$ cat config.mk
export PLATFORM = sky130hd
export DESIGN_NAME = lsu_ctrl
export DESIGN_NICKNAME = d
export VERILOG_FILES = /design/src/rtl/lsu_pkg.sv /design/src/rtl/lsu_align.sv /design/src/rtl/lsu_ctrl.sv
export SDC_FILE = /design/constraint.sdc
export NUM_CORES = 1
export LEC_CHECK = 0
export BUFFER_PORTS_ARGS = -buffer_cell sky130_fd_sc_hd__clkbuf_2
export CAP_MARGIN = 20
export CORE_ASPECT_RATIO = 1.5
export CORE_MARGIN = 3
export CORE_UTILIZATION = 51
export DETAILED_ROUTE_END_ITERATION = 8
export PLACE_DENSITY = 0.8
export SLEW_MARGIN = 5
export SYNTH_ARGS = -nofsm -noshare
export SYNTH_HDL_FRONTEND = slang
export SYNTH_SLANG_ARGS = --single-unit
$ cat constraint.sdc
create_clock -name i_clk -period 3 [get_ports i_clk]
set_clock_uncertainty 0.2 [all_clocks]
set_input_delay 0.9 -clock i_clk [delete_from_list [all_inputs] [get_ports i_clk]]
set_output_delay 0.9 -clock i_clk [all_outputs]
set_load 0.01 [all_outputs]
$ cat src/rtl/lsu_pkg.sv
// lsu_pkg: funct3 encodings, FSM states and byte-enable helper shared by the load/store unit.
package lsu_pkg;
    localparam logic [2:0] F3_B  = 3'b000;
    localparam logic [2:0] F3_H  = 3'b001;
    localparam logic [2:0] F3_W  = 3'b010;
    localparam logic [2:0] F3_BU = 3'b100;
    localparam logic [2:0] F3_HU = 3'b101;
    typedef enum logic [1:0] {S_IDLE, S_REQ, S_WAIT, S_RESP} lsu_state_e;
    // funct3[1:0] encodes access size: 00 byte, 01 half, 10 word
    function automatic logic [3:0] be_gen(input logic [2:0] funct3, input logic [1:0] off);
        return (funct3[1:0] == 2'b00) ? 4'b0001 << off :
               (funct3[1:0] == 2'b01) ? 4'b0011 << off : 4'b1111;
    endfunction
endpackage

$ cat src/rtl/lsu_align.sv
// lsu_align: store lane replication and load extract/extend for a 32-bit data bus.
module lsu_align
    import lsu_pkg::*;
(
    input  logic [2:0]  i_funct3,
    input  logic [1:0]  i_off,
    input  logic [31:0] i_wdata,
    input  logic [31:0] i_rdata,
    output logic [31:0] o_wdata,
    output logic [31:0] o_rdata
);
    logic [31:0] w_sh;
    always_comb begin
        w_sh    = i_rdata >> {i_off, 3'b000};
        // replication puts the byte/half on every lane, so byte enables alone select the target
        o_wdata = (i_funct3[1:0] == 2'b00) ? {4{i_wdata[7:0]}} :
                  (i_funct3[1:0] == 2'b01) ? {2{i_wdata[15:0]}} : i_wdata;
        o_rdata = (i_funct3 == F3_B)  ? {{24{w_sh[7]}}, w_sh[7:0]} :
                  (i_funct3 == F3_H)  ? {{16{w_sh[15]}}, w_sh[15:0]} :
                  (i_funct3 == F3_BU) ? {24'b0, w_sh[7:0]} :
                  (i_funct3 == F3_HU) ? {16'b0, w_sh[15:0]} : w_sh;
    end
endmodule

$ cat src/rtl/lsu_ctrl.sv
// lsu_ctrl: load/store unit driving a req/gnt/rvalid data bus; non-memory ops pass through.
// Define LSU_MISALIGN_TRAP_EN to report misaligned accesses as errors instead of forcing alignment.
module lsu_ctrl
    import lsu_pkg::*;
#(
    parameter int XLEN        = 32,
    parameter int ADDR_W      = 32,
    parameter int TIMEOUT_CYC = 255
) (
    input  logic                i_clk,
    input  logic                i_rst_n,
    input  logic                i_valid,
    output logic                o_ready,
    input  logic                i_load,
    input  logic                i_store,
    input  logic [2:0]          i_funct3,
    input  logic [ADDR_W-1:0]   i_addr,
    input  logic [XLEN-1:0]     i_wdata,
    output logic                o_valid,
    input  logic                i_ready,
    output logic [XLEN-1:0]     o_data,
    output logic                o_err,
    output logic                o_mem_req,
    input  logic                i_mem_gnt,
    output logic                o_mem_we,
    output logic [ADDR_W-1:0]   o_mem_addr,
    output logic [XLEN/8-1:0]   o_mem_be,
    output logic [XLEN-1:0]     o_mem_wdata,
    input  logic                i_mem_rvalid,
    input  logic [XLEN-1:0]     i_mem_rdata
);
    lsu_state_e        r_state, w_next;
    logic [ADDR_W-1:0] r_addr;
    logic [2:0]        r_f3;
    logic              r_we, r_err;
    logic [XLEN-1:0]   r_wdata, r_data, w_ld_data;
    logic [15:0]       r_cnt;
    logic              w_mem, w_f3_ok, w_mis, w_go, w_to, w_busy;
    logic [1:0]        w_off;

    always_comb begin
        w_mem   = i_load | i_store;
        w_f3_ok = (i_funct3 == F3_B) | (i_funct3 == F3_H) | (i_funct3 == F3_W) |
                  (i_load & ((i_funct3 == F3_BU) | (i_funct3 == F3_HU)));
        w_mis   = ((i_funct3[1:0] == 2'b01) & i_addr[0]) | ((i_funct3[1:0] == 2'b10) & (i_addr[1:0] != 2'b00));
`ifdef LSU_MISALIGN_TRAP_EN
        w_go    = w_f3_ok & ~w_mis;
`else
        w_go    = w_f3_ok;
`endif
        w_off   = (i_funct3[1:0] == 2'b01) ? {i_addr[1], 1'b0} :
                  (i_funct3[1:0] == 2'b10) ? 2'b00 : i_addr[1:0];
        w_busy  = (r_state == S_REQ) | (r_state == S_WAIT);
        w_to    = (TIMEOUT_CYC != 0) && (r_cnt == 16'(TIMEOUT_CYC - 1));
    end

    always_comb begin
        w_next = r_state;
        case (r_state)
            S_IDLE:  w_next = i_valid ? ((w_mem & w_go) ? S_REQ : S_RESP) : S_IDLE;
            S_REQ:   w_next = w_to ? S_RESP : i_mem_gnt ? S_WAIT : S_REQ;
            S_WAIT:  w_next = (i_mem_rvalid | w_to) ? S_RESP : S_WAIT;
            default: w_next = i_ready ? S_IDLE : S_RESP;
        endcase
    end

    always_ff @(posedge i_clk or negedge i_rst_n) begin
        if (!i_rst_n) r_state <= S_IDLE;
        else r_state <= w_next;
    end

    always_ff @(posedge i_clk or negedge i_rst_n) begin
        if (!i_rst_n) begin
            r_addr  <= '0;
            r_f3    <= '0;
            r_we    <= 1'b0;
            r_wdata <= '0;
            r_data  <= '0;
            r_err   <= 1'b0;
            r_cnt   <= '0;
        end else begin
            r_cnt <= w_busy ? r_cnt + 1'b1 : '0;
            if (r_state == S_IDLE && i_valid) begin
                r_addr  <= {i_addr[ADDR_W-1:2], w_off};
                r_f3    <= i_funct3;
                r_we    <= i_store;
                r_wdata <= i_wdata;
                r_data  <= w_mem ? '0 : XLEN'(i_addr);
                r_err   <= w_mem & ~w_go;
            end else if (r_state == S_WAIT && i_mem_rvalid) begin
                r_data <= r_we ? '0 : w_ld_data;
            end else if (w_busy && w_to) begin
                r_err <= 1'b1;
            end
        end
    end

    lsu_align u_align (
        .i_funct3 (r_f3),
        .i_off    (r_addr[1:0]),
        .i_wdata  (r_wdata),
        .i_rdata  (i_mem_rdata),
        .o_wdata  (o_mem_wdata),
        .o_rdata  (w_ld_data)
    );

    assign o_ready    = r_state == S_IDLE;
    assign o_valid    = r_state == S_RESP;
    assign o_mem_req  = r_state == S_REQ;
    assign o_mem_we   = o_mem_req & r_we;
    assign o_mem_be   = o_mem_req ? be_gen(r_f3, r_addr[1:0]) : '0;
    assign o_mem_addr = {r_addr[ADDR_W-1:2], 2'b00};
    assign o_data     = r_data;
    assign o_err      = r_err;
endmodule

Word-level counts from Yosys, hierarchy flattened
Cells that the tools add are included.
{"block": "totals", "word_cells": 75, "ff_bits": 119, "output_inout_bits": 105}
{"block": "classes", "shifts": 3, "n_eq_ne": 15, "reduce_logical": 10, "mux": 26, "add_sub_neg": 1, "n_bitwise": 12}
{"operator": "$mux 32", "n": 10}
{"operator": "$shr 32x5->32", "n": 1}
{"operator": "$add 16x1->16 const B", "n": 1}
{"operator": "$eq 16x8->1 const B", "n": 1}
{"operator": "$mux 16", "n": 1}
{"operator": "$mux 2", "n": 7}
{"operator": "$eq 3x3->1 const B", "n": 4}
{"operator": "$mux 4", "n": 3}
{"operator": "$or 1x1->1", "n": 7}
{"operator": "$eq 2x1->1 const B", "n": 3}
{"operator": "$eq 2x2->1 const B", "n": 3}
{"operator": "$eq 3x1->1 const B", "n": 2}
{"operator": "$logic_not 3->1", "n": 2}
{"operator": "$pmux 2 s3", "n": 1}
{"operator": "$and 1x1->1", "n": 4}
{"operator": "$logic_not 2->1", "n": 2}
{"operator": "$mux 1", "n": 4}
{"operator": "$reduce_bool 2->1", "n": 2}
{"operator": "$shl 1x2->4 const A", "n": 1}
{"operator": "$shl 2x2->4 const A", "n": 1}
{"operator": "$eq 3x2->1 const B", "n": 1}
{"operator": "$logic_and 1x1->1", "n": 3}
{"operator": "$ne 2x2->1 const B", "n": 1}
{"operator": "$reduce_and 2->1", "n": 1}
{"operator": "$not 1->1", "n": 1}

Logic depth before layout (Yosys ltp)
Gate-level depths: netlist (run 1).
{"block": "logic_depth", "word_depth": 8, "ltp_mapped": 9}

Hierarchy
Synthesis (run 1) repeated with hierarchy kept, for this count alone.
{"block": "hier_totals", "hier_cells": 624, "hier_area_um2": 6622.6}
{"mod": "lsu_ctrl", "instances": 1, "cells_per_inst": 454, "seq_area_each_um2": 2977.9, "area_per_inst_um2": 5380.2}
{"mod": "lsu_align", "instances": 1, "cells_per_inst": 170, "seq_area_each_um2": 0.0, "area_per_inst_um2": 1242.4}

Least setup slack after synthesis (run 1)
Ideal clock, no wire load.
{"block": "synth_timing", "path_kind": "flip-flop to output port", "startpoint": "reg r_addr[1]", "endpoint": "out o_mem_be[2]", "t_arrival_ns": 1.625, "path_slack_ns": 0.275, "path_stages_with_launch": 7, "n_path_buf": 2, "cell_sequence": "dfrtp_1 > buf_2 > buf_1 > inv_1 > ha_1 > mux2_2 > o21a_1"}
{"block": "synth_between", "elab_chain_len": 4}
{"element": "start, declared", "line": "lsu_ctrl.sv:33", "source": "logic [ADDR_W-1:0] r_addr;"}
{"element": "start signal, assigned", "line": "lsu_ctrl.sv:84", "source": "r_addr <= {i_addr[ADDR_W-1:2], w_off};"}
{"element": "$shl 2x2->4", "line": "lsu_pkg.sv:12", "source": "(funct3[1:0] == 2'b01) ? 4'b0011 << off : 4'b1111;"}
{"element": "$mux 4", "line": "lsu_pkg.sv:12"}
{"element": "$mux 4 (*)", "line": "lsu_pkg.sv:11", "source": "return (funct3[1:0] == 2'b00) ? 4'b0001 << off :"}
{"element": "$mux 4 (*)", "line": "lsu_ctrl.sv:111", "source": "assign o_mem_be = o_mem_req ? be_gen(r_f3, r_addr[1:0]) : '0;"}
{"element": "end, declared", "line": "lsu_ctrl.sv:27", "source": "output logic [XLEN/8-1:0] o_mem_be,"}
Every way passes the cells marked *; elsewhere a longest branch is shown, timed or not.

Final worst setup path (run 1)
{"block": "layout_timing", "startpoint": "reg r_f3[1]", "endpoint": "out o_mem_wdata[15]"}
{"block": "layout_between", "elab_chain_len": 2}
{"element": "start, declared", "line": "lsu_ctrl.sv:34", "source": "logic [2:0] r_f3;"}
{"element": "start signal, assigned", "line": "lsu_ctrl.sv:85", "source": "r_f3 <= i_funct3;"}
{"element": "$logic_not 2->1", "line": "lsu_align.sv:16", "source": "o_wdata = (i_funct3[1:0] == 2'b00) ? {4{i_wdata[7:0]}} :"}
{"element": "$mux 32", "line": "lsu_align.sv:16"}
{"element": "end, declared", "line": "lsu_ctrl.sv:28", "source": "output logic [XLEN-1:0] o_mem_wdata,"}
No other way between the ends.

==> results_dict.tcl, run 1 <==
set metrics [dict create \
    cts_tree "done" \
    routed_wl_um 18300 \
    cp.arrival_ns 1.74 \
    slew-limit-headroom_pct 32.6 \
    antenna_found_initial 0 \
    hold_viol_final 0 \
    cts-htree-levels 4 \
    ys.flop_type "dfrtp_1" \
    die_h_um 144 \
    power_switching_mw 3.52 \
    hold_path.class "in2async" \
    clkPwrFrac_pct 23.0 \
    cts_setup_buffers 0 \
    pre_cts_slack_ns 0.228 \
    synth_edf_count 0 \
    place.gp.congestion 0.868 \
    criticalPathCategory "reg2out" \
    cts_buffer_depth 2 \
    synthesis.area_mm2 0.00643 \
    final_util_pct 65.3 \
    dp.cells 1007 \
    grt.overflow.total 0 \
    area_growth_pct 23.3 \
    synthCells 712 \
    yosysTopAreaCellShare_pct 46.3 \
    path_cells "buf_4, nor2_1, buf_4, nand2_1, nand2_1, clkbuf_2" \
    fin_area_mm2 0.00793 \
    yosysTopAreaCell "dfrtp_1" \
    worst-r2r-setup-slack_ns 0.52 \
    remaining_drc_errors 0 \
    grt_pass1_wl_um 29700 \
    period_needed_ns 2.84 \
    grt_max_degree 76 \
    start_util_pct 53.0 \
    max_freq_mhz 352 \
    instances_no_fill 1040 \
    routed_via_density 5.53 \
    syn_area_per_cell_um2 9.03 \
    dp.final_hpwl_um 13100 \
    holdWs_ns 0.239 \
    drv_cap 0 \
    setup_ws_ns 0.158 \
    seqPwrFrac_pct 31.6 \
    worst_pin_slew_ns 1.01 \
    die_x_um 97.7 \
    clk_latency_ns 0.42 \
    num_vias 5746 \
    comb_power_share_pct 45.5 \
    async_flop_share_pct 100 \
    layout_worst_path_cycle_share_pct 94.7 \
    slew_viol_final 0 \
    finish.net_count 991 \
    die_area_mm2 0.0140 \
    ios 212 \
    drt_first_pass_iters 9 \
    ant_nets 0 \
    place_area_mm2 0.00735 \
    path_buf_inv 3 \
    multi_input_area_mm2 0.00295 \
    drtIter0Drc 264 \
    p_total_mw 8.49 \
    cts_made_buffers 17 \
    fin_tns_setup_ns 0 \
    rsz0062_at_grt "no" \
    cellPowerDensity_mw_per_mm2 1070 \
    ys_types 50 \
    drive_gt1_share_pct 34.4 \
    p_leak_nw 4.14 \
    status "completed" \
    ir_worst_vdd_mv 0.524 \
    slowest_delay_ns 0.38 \
    hold_buffers 0 \
    endpoint_kind "output pin" \
    ys_ff_latch 119 \
    setup_violations 0 \
    ys_top_cells_by_count "nand2_1 (238), dfrtp_1 (119), a22oi_1 (43), buf_4 (42), o21ai_0 (37)" \
    synth_seq_area_share_pct 46.3 \
    slowest_stage "dfrtp_1" \
    cp.required_ns 1.90 \
    wl_per_cell_um 17.6 \
    seqCellArea_mm2 0.00298 \
    core_area_mm2 0.0121 \
    gr-usage-all-layers_pct 26.5 \
    yosysWarnings 0 \
    rr_worst_depth 7 \
    grt_pass1_vias 5817 \
    r2r-end "o_data[18]" \
    r2r-start "r_state[0]" \
    cp_max_fo 13 \
    startpoint_type "register" \
    clkSinkCount 119 \
    intPower_mw 4.97 \
    clk_pin_slew_ns 0.06 \
    rows 49 \
    critPathTopFamily "buffers and inverters" \
    diodes 0 \
    swShare_pct 41.4 \
    clockRootBuffer "clkbuf_16" \
    io_buffer_count 209 \
    yosysMostFrequentCell "nand2_1" \
    synth.area.top_cells "dfrtp_1 (46%), nand2_1 (14%), a22oi_1 (5.0%)" \
    fillers 1040 \
]
[logic make-up (layout without fill, tap and decap cells)]
| kind of cell | Yosys count | in the layout | share of synthesized area (%) |
|---|---|---|---|
| flip-flops | 119 | 119 | 46.3 |
| buffers and inverters | 91 | 265 | 8.09 |
| AO/OA/AOI/OAI | 132 | 132 | 13.8 |
| XOR/XNOR | 10 | 10 | 1.36 |
| other | 1 | 2 | 0.0583 |
| adder cells (fa/ha/maj) | 10 | 10 | 1.95 |
| AND/OR/NAND/NOR | 308 | 308 | 20.5 |
| multiplexers | 41 | 41 | 7.98 |
[timing repair]
item | in CTS | in global routing
setup endpoints to repair | 0 | 11
gates resized for setup | 0 | 2
hold endpoints to repair | 0 | 0
[worst max-delay path by stage]
stage	startpoint	end	slack, ns	depth (start not counted)
3_3_place_gp	i_mem_rdata[31]	o_data[24]	0.30	5
4_1_cts	r_f3[0]	o_mem_wdata[29]	0.04	4
5_1_grt	r_f3[1]	o_mem_wdata[11]	0.02	6
6_report	r_f3[1]	o_mem_wdata[15]	0.16	6
3_5_place_dp	i_mem_rdata[31]	o_data[31]	0.23	5
2_1_floorplan	r_addr[1]	o_mem_be[2]	0.28	6
[cell usage in the layout, fill, tap and decap left out, drive strengths merged, types with 6 or more instances in the layout]
master,n
clkbuf,227
ha,10
mux2,22
or3,8
xnor2,8
nand3,6
a21oi,17
inv,10
buf,17
o21ai,47
nor2,17
a22oi,43
a221oi,10
clkinv,7
mux4,6
and2,14
nand2,238
dfrtp,119
mux2i,13
[cell type report]
type / instances / share of cell area (%)
Sequential cell: 119 / 37.6
Clock inverter: 13 / 1.56
Inverter: 8 / 0.379
Multi-Input combinational cell: 503 / 37.2
Timing Repair Buffer: 225 / 15.3
Clock buffer: 19 / 5.59
Tap cell: 153 / 2.42
[flip-flops by register name (all words and copies together), names as in the netlist]
signal and cells:
o_data 32, o_err 1, r_addr 32, r_cnt 16
r_f3 3, r_state 2, r_wdata 32, r_we 1
[power by group through the flow]
stage          combinational [mW]  sequential (mW)  clock (mW)
2_1_floorplan                2.76             2.62           0
3_3_place_gp                 3.77             2.68           0
5_1_grt                      4.28             2.77        2.05
6_report                     3.86             2.68        1.95
3_5_place_dp                 3.85             2.70           0
4_1_cts                      3.89             2.68        1.97
[per-layer routing]
metal | GRT usage, % | wire (um) | vias to the layer above | part of all wire [%]
met5 | 0 | 0 | - | 0
met4 | 12.2 | 725 | 0 | 4.0
met3 | 6.41 | 1290 | 67 | 7.0
met2 | 46.3 | 9580 | 241 | 52
met1 | 30.9 | 6730 | 2733 | 37
li1 | - | - | 2705 | -
No activity file was read; power rests on OpenSTA's default activity.
==> inputs of run 2 (changes only) <==
==> constraint.sdc (replaced) <==
create_clock -name i_clk -period 2.7 [get_ports i_clk]
set_clock_uncertainty 0.2 [all_clocks]
set_input_delay 0.81 -clock i_clk [delete_from_list [all_inputs] [get_ports i_clk]]
set_output_delay 0.81 -clock i_clk [all_outputs]
set_load 0.01 [all_outputs]
==> results_dict.tcl, run 2 (synthesized netlist as in run 1, its figures left out) <==
set metrics [dict create \
    period_needed_ns 2.69 \
    area_growth_pct 25.8 \
    routed_wl_um 18600 \
    die_h_um 144 \
    clockRootBuffer "clkbuf_16" \
    path_cells "inv_2, ha_4, mux2_2, o21a_1, buf_6" \
    slew_viol_final 0 \
    diodes 0 \
    grt.overflow.total 0 \
    grt_pass1_wl_um 29200 \
    seqCellArea_mm2 0.00298 \
    hold_buffers 0 \
    holdWs_ns 0.127 \
    drt_first_pass_iters 5 \
    routed_via_density 5.54 \
    start_util_pct 53.0 \
    grtUsageMet1_pct 29.0 \
    max_freq_mhz 372 \
    grt_max_degree 76 \
    io_buffer_count 209 \
    p_leak_nw 4.20 \
    worst_pin_slew_ns 1.09 \
    layout_worst_path_cycle_share_pct 99.6 \
    dp.final_hpwl_um 13200 \
    antenna_found_initial 0 \
    wl_per_cell_um 17.7 \
    core_area_mm2 0.0121 \
    top_usage_layer "met2" \
    cp_max_fo 2 \
    cp.arrival_ns 1.68 \
    final_common_cell "nand2_1" \
    cts_tree "done" \
    worst-r2r-setup-slack_ns 0.28 \
    slowest_delay_ns 0.41 \
    drv_cap 0 \
    setup_violations 0 \
    die_x_um 97.7 \
    slowest_stage "dfrtp_1" \
    remaining_drc_errors 0 \
    ant_nets 0 \
    endpoint_kind "output pin" \
    met2_usage_pct 48.0 \
    cp.required_ns 1.69 \
    criticalPathCategory "reg2out" \
    rsz0062_at_grt "yes" \
    cts-htree-levels 4 \
    fin_tns_setup_ns 0 \
    clk_latency_ns 0.41 \
    final_cell_mix "nand2_1 (237), clkbuf_2 (206), dfrtp_1 (118)" \
    cts_made_buffers 17 \
    place.gp.congestion 0.887 \
    grt_pass1_vias 5810 \
    cts_buffer_depth 2 \
    ir_worst_vdd_mv 0.641 \
    gr-usage-all-layers_pct 26.1 \
    finish.net_count 1000 \
    clkSinkCount 119 \
    slew-limit-headroom_pct 27.3 \
    ios 212 \
    drtIter0Drc 264 \
    cellPowerDensity_mw_per_mm2 1200 \
    rows 49 \
    clk_pin_slew_ns 0.06 \
    fillers 1042 \
    critPathTopFamily "flip-flops" \
    die_area_mm2 0.0140 \
    startpoint_type "register" \
    num_vias 5810 \
    hold_viol_final 0 \
    hold_path.class "in2async" \
    status "completed" \
    drive_gt1_share_pct 35.8 \
    grt_use_met3_pct 6.31 \
    path_buf_inv 2 \
    multi_input_area_mm2 0.00298 \
]
## run 2: cell types whose count changed in the layout (fill, tap and decap cells not counted), sizes merged
cell	previous run	this run
clkinv	7	6
clkbuf	227	224
bufinv	1	3
buf	17	28
## run 2: timing repair
action,in CTS,in global routing
gates resized for setup,4,14
setup buffers,3,4
pin swaps,0,2
setup endpoints to repair,17,17
## run 2: worst reg2reg max path, cell delays in order, from the launching register on
cell     delay, ns
dfrtp_1       0.36
buf_4         0.15
buf_4         0.33
mux4_2        0.62
nor3_1        0.13
or2_1         0.11
buf_4         0.24
o21ai_0       0.15
## run 2: layout make-up
class	instances	share of cell area, %
sequential	119	36.8
multi-input combinational	503	36.9
clock inverter	14	2.17
timing repair buffer	234	16.0
inverter	8	0.371
clock buffer	18	5.31
tap	153	2.37
## run 2: per-stage QoR
step                power [mW]  instances  utilization (%)  cell area (um2)  worst slack, ns
finish                    9.73       1049             66.6             8090           0.0117
global route              10.4       1049             66.6             8090          -0.0354
CTS                       9.67       1044             65.9             7990          0.00169
detailed placement        7.27       1009             60.6             7360           0.0472
global placement          7.17       1009             60.6             7360           0.0964
floorplan                 5.98        713                -             6430           0.0651
## run 2: report_power, final
group | internal (mW) | total [mW] | leakage (nW) | switching (mW)
logic | 1.87 | 4.45 | 2.39 | 2.58
clock network | 1.46 | 2.32 | 0.287 | 0.866
registers | 2.47 | 2.96 | 1.52 | 0.489
## run 2: final timing paths
path | start | to | cells past startpoint
max | r_addr[1] | o_mem_be[2] | 5
min | i_rst_n | r_wdata[21] | 1
max reg2reg | r_addr[0] | o_data[17] | 7
min reg2reg | r_wdata[22] | r_wdata[22] | 2
max in group asynchronous | i_rst_n | o_data[12] | 2
min in group i_clk | r_wdata[22] | r_wdata[22] | 2
## run 2: per-layer routing
metal | vias up | wire [um]
met5 | - | 0
met4 | 0 | 462
met3 | 37 | 1160
met2 | 222 | 10200
met1 | 2834 | 6780
li1 | 2717 | -
==> inputs of run 3 (changes only) <==
==> constraint.sdc (replaced) <==
create_clock -name i_clk -period 2.7 [get_ports i_clk]
set_clock_uncertainty 0.2 [all_clocks]
set_input_delay 0 -clock i_clk [delete_from_list [all_inputs] [get_ports i_clk]]
set_output_delay 0 -clock i_clk [all_outputs]
set_load 0.01 [all_outputs]
==> results_dict.tcl, run 3 (synthesized netlist as in run 1, its figures left out) <==
set metrics [dict create \
    die_h_um 144 \
    start_util_pct 53.0 \
    hold_viol_final 8 \
    ios 212 \
    die_x_um 97.7 \
    final_cell_mix "nand2_1 (237), clkbuf_2 (208), dlygate4sd3_1 (129)" \
    setup_violations 0 \
    routed_wl_um 22000 \
    dp.final_hpwl_um 13300 \
    rsz0062_at_grt "no" \
    drive_gt1_share_pct 30.4 \
    startpoint_type "register" \
    cts-htree-levels 4 \
    hold_path.class "in2async" \
    endpoint_kind "register" \
    cp.required_ns 2.80 \
    clkSinkCount 119 \
    slew-limit-headroom_pct 31.0 \
    fin_tns_setup_ns 0 \
    drv_cap 0 \
    cts_buffer_depth 2 \
    period_needed_ns 2.62 \
    core_area_mm2 0.0121 \
    slew_viol_final 0 \
    holdWs_ns -0.0165 \
    drt_first_pass_iters 7 \
    rows 49 \
    grt_max_degree 76 \
    area_growth_pct 44.2 \
    grt.overflow.total 0 \
    cp_max_fo 28 \
    finish.net_count 1122 \
    layout_worst_path_cycle_share_pct 97.2 \
    p_leak_nw 4.72 \
    clk_pin_slew_ns 0.06 \
    diodes 0 \
    pre_cts_slack_ns 0.172 \
    grt_pass1_vias 6780 \
    gr-usage-all-layers_pct 31.4 \
    cts_tree "done" \
    cellPowerDensity_mw_per_mm2 1100 \
    antenna_found_initial 0 \
    cts_made_buffers 17 \
    clk_latency_ns 0.42 \
    drtIter0Drc 411 \
    setup_ws_ns 0.0765 \
    routed_via_density 5.60 \
    place.gp.congestion 0.869 \
    remaining_drc_errors 0 \
    worst_pin_slew_ns 1.03 \
    num_vias 6559 \
    status "finished with violations" \
    grt_pass1_wl_um 34500 \
    final_common_cell "nand2_1" \
    violations "negative hold slack" \
    criticalPathCategory "reg2reg" \
    cp.arrival_ns 2.73 \
    wl_per_cell_um 18.8 \
    max_freq_mhz 381 \
    io_buffer_count 209 \
    ant_nets 0 \
    clockRootBuffer "clkbuf_16" \
    die_area_mm2 0.0140 \
    ir_worst_vdd_mv 0.804 \
]
[run 3: layer usage]
metal	up-vias	track usage (%)	wire (um)
met2	372	57.5	11700
met1	3126	33.0	7600
met4	0	18.1	1190
met3	96	7.24	1540
met5	-	0	0
li1	2965	-	-
[run 3: per-stage QoR]
step / power [mW] / cell area, um2 / std cells / utilization, % / hold slack [ns]
after floorplan: 5.98 / 6430 / 713 / - / -0.496
after global placement: 7.13 / 7330 / 1008 / 60.4 / -0.168
after detailed placement: 7.26 / 7330 / 1008 / 60.4 / -0.162
after CTS: 10.1 / 9250 / 1170 / 76.2 / 0.000603
after global routing: 10.8 / 9270 / 1171 / 76.4 / 0.00577
final: 10.2 / 9270 / 1171 / 76.4 / -0.0165
[run 3: cell type report]
cell class                      instances  area [um2]
Clock buffer                           18         439
Clock inverter                         14         174
Fill cell                             789        2870
Inverter                                8        30.0
Multi-Input combinational cell        503        2950
Sequential cell                       119        2980
Tap cell                              153         191
Timing Repair Buffer                  356        2500
[run 3: final timing paths]
| kind | from | endpoint | slack, ns | cells past startpoint |
|---|---|---|---|---|
| max | r_addr[0] | o_data[3] | 0.08 | 5 |
| min | i_rst_n | r_wdata[26] | -0.02 | 3 |
| max reg2reg | r_addr[0] | o_data[3] | 0.08 | 5 |
| min reg2reg | r_wdata[25] | r_wdata[25] | 0.28 | 2 |
| max in group asynchronous | i_rst_n | o_data[12] | 2.03 | 3 |
| min in group i_clk | i_mem_rdata[9] | o_data[9] | 0.03 | 5 |
[run 3: power breakdown]
part	leakage, nW	internal [mW]	switching, mW
sequential	1.52	2.47	0.515
clock	0.289	1.48	0.883
combinational	2.90	2.10	2.77
[run 3: repair_timing]
action,CTS,global route
endpoints found under the hold margin,222,1
setup endpoints to repair,0,16
hold buffers,130,1
setup buffers,0,0
gates resized for setup,0,3
[run 3: critical path, cell delays in order (launching register included)]
cell,delay (ns)
dfrtp_1,0.37
buf_4,0.36
mux4_2,0.58
dlygate4sd3_1,0.60
a221oi_1,0.33
nor2_1,0.07
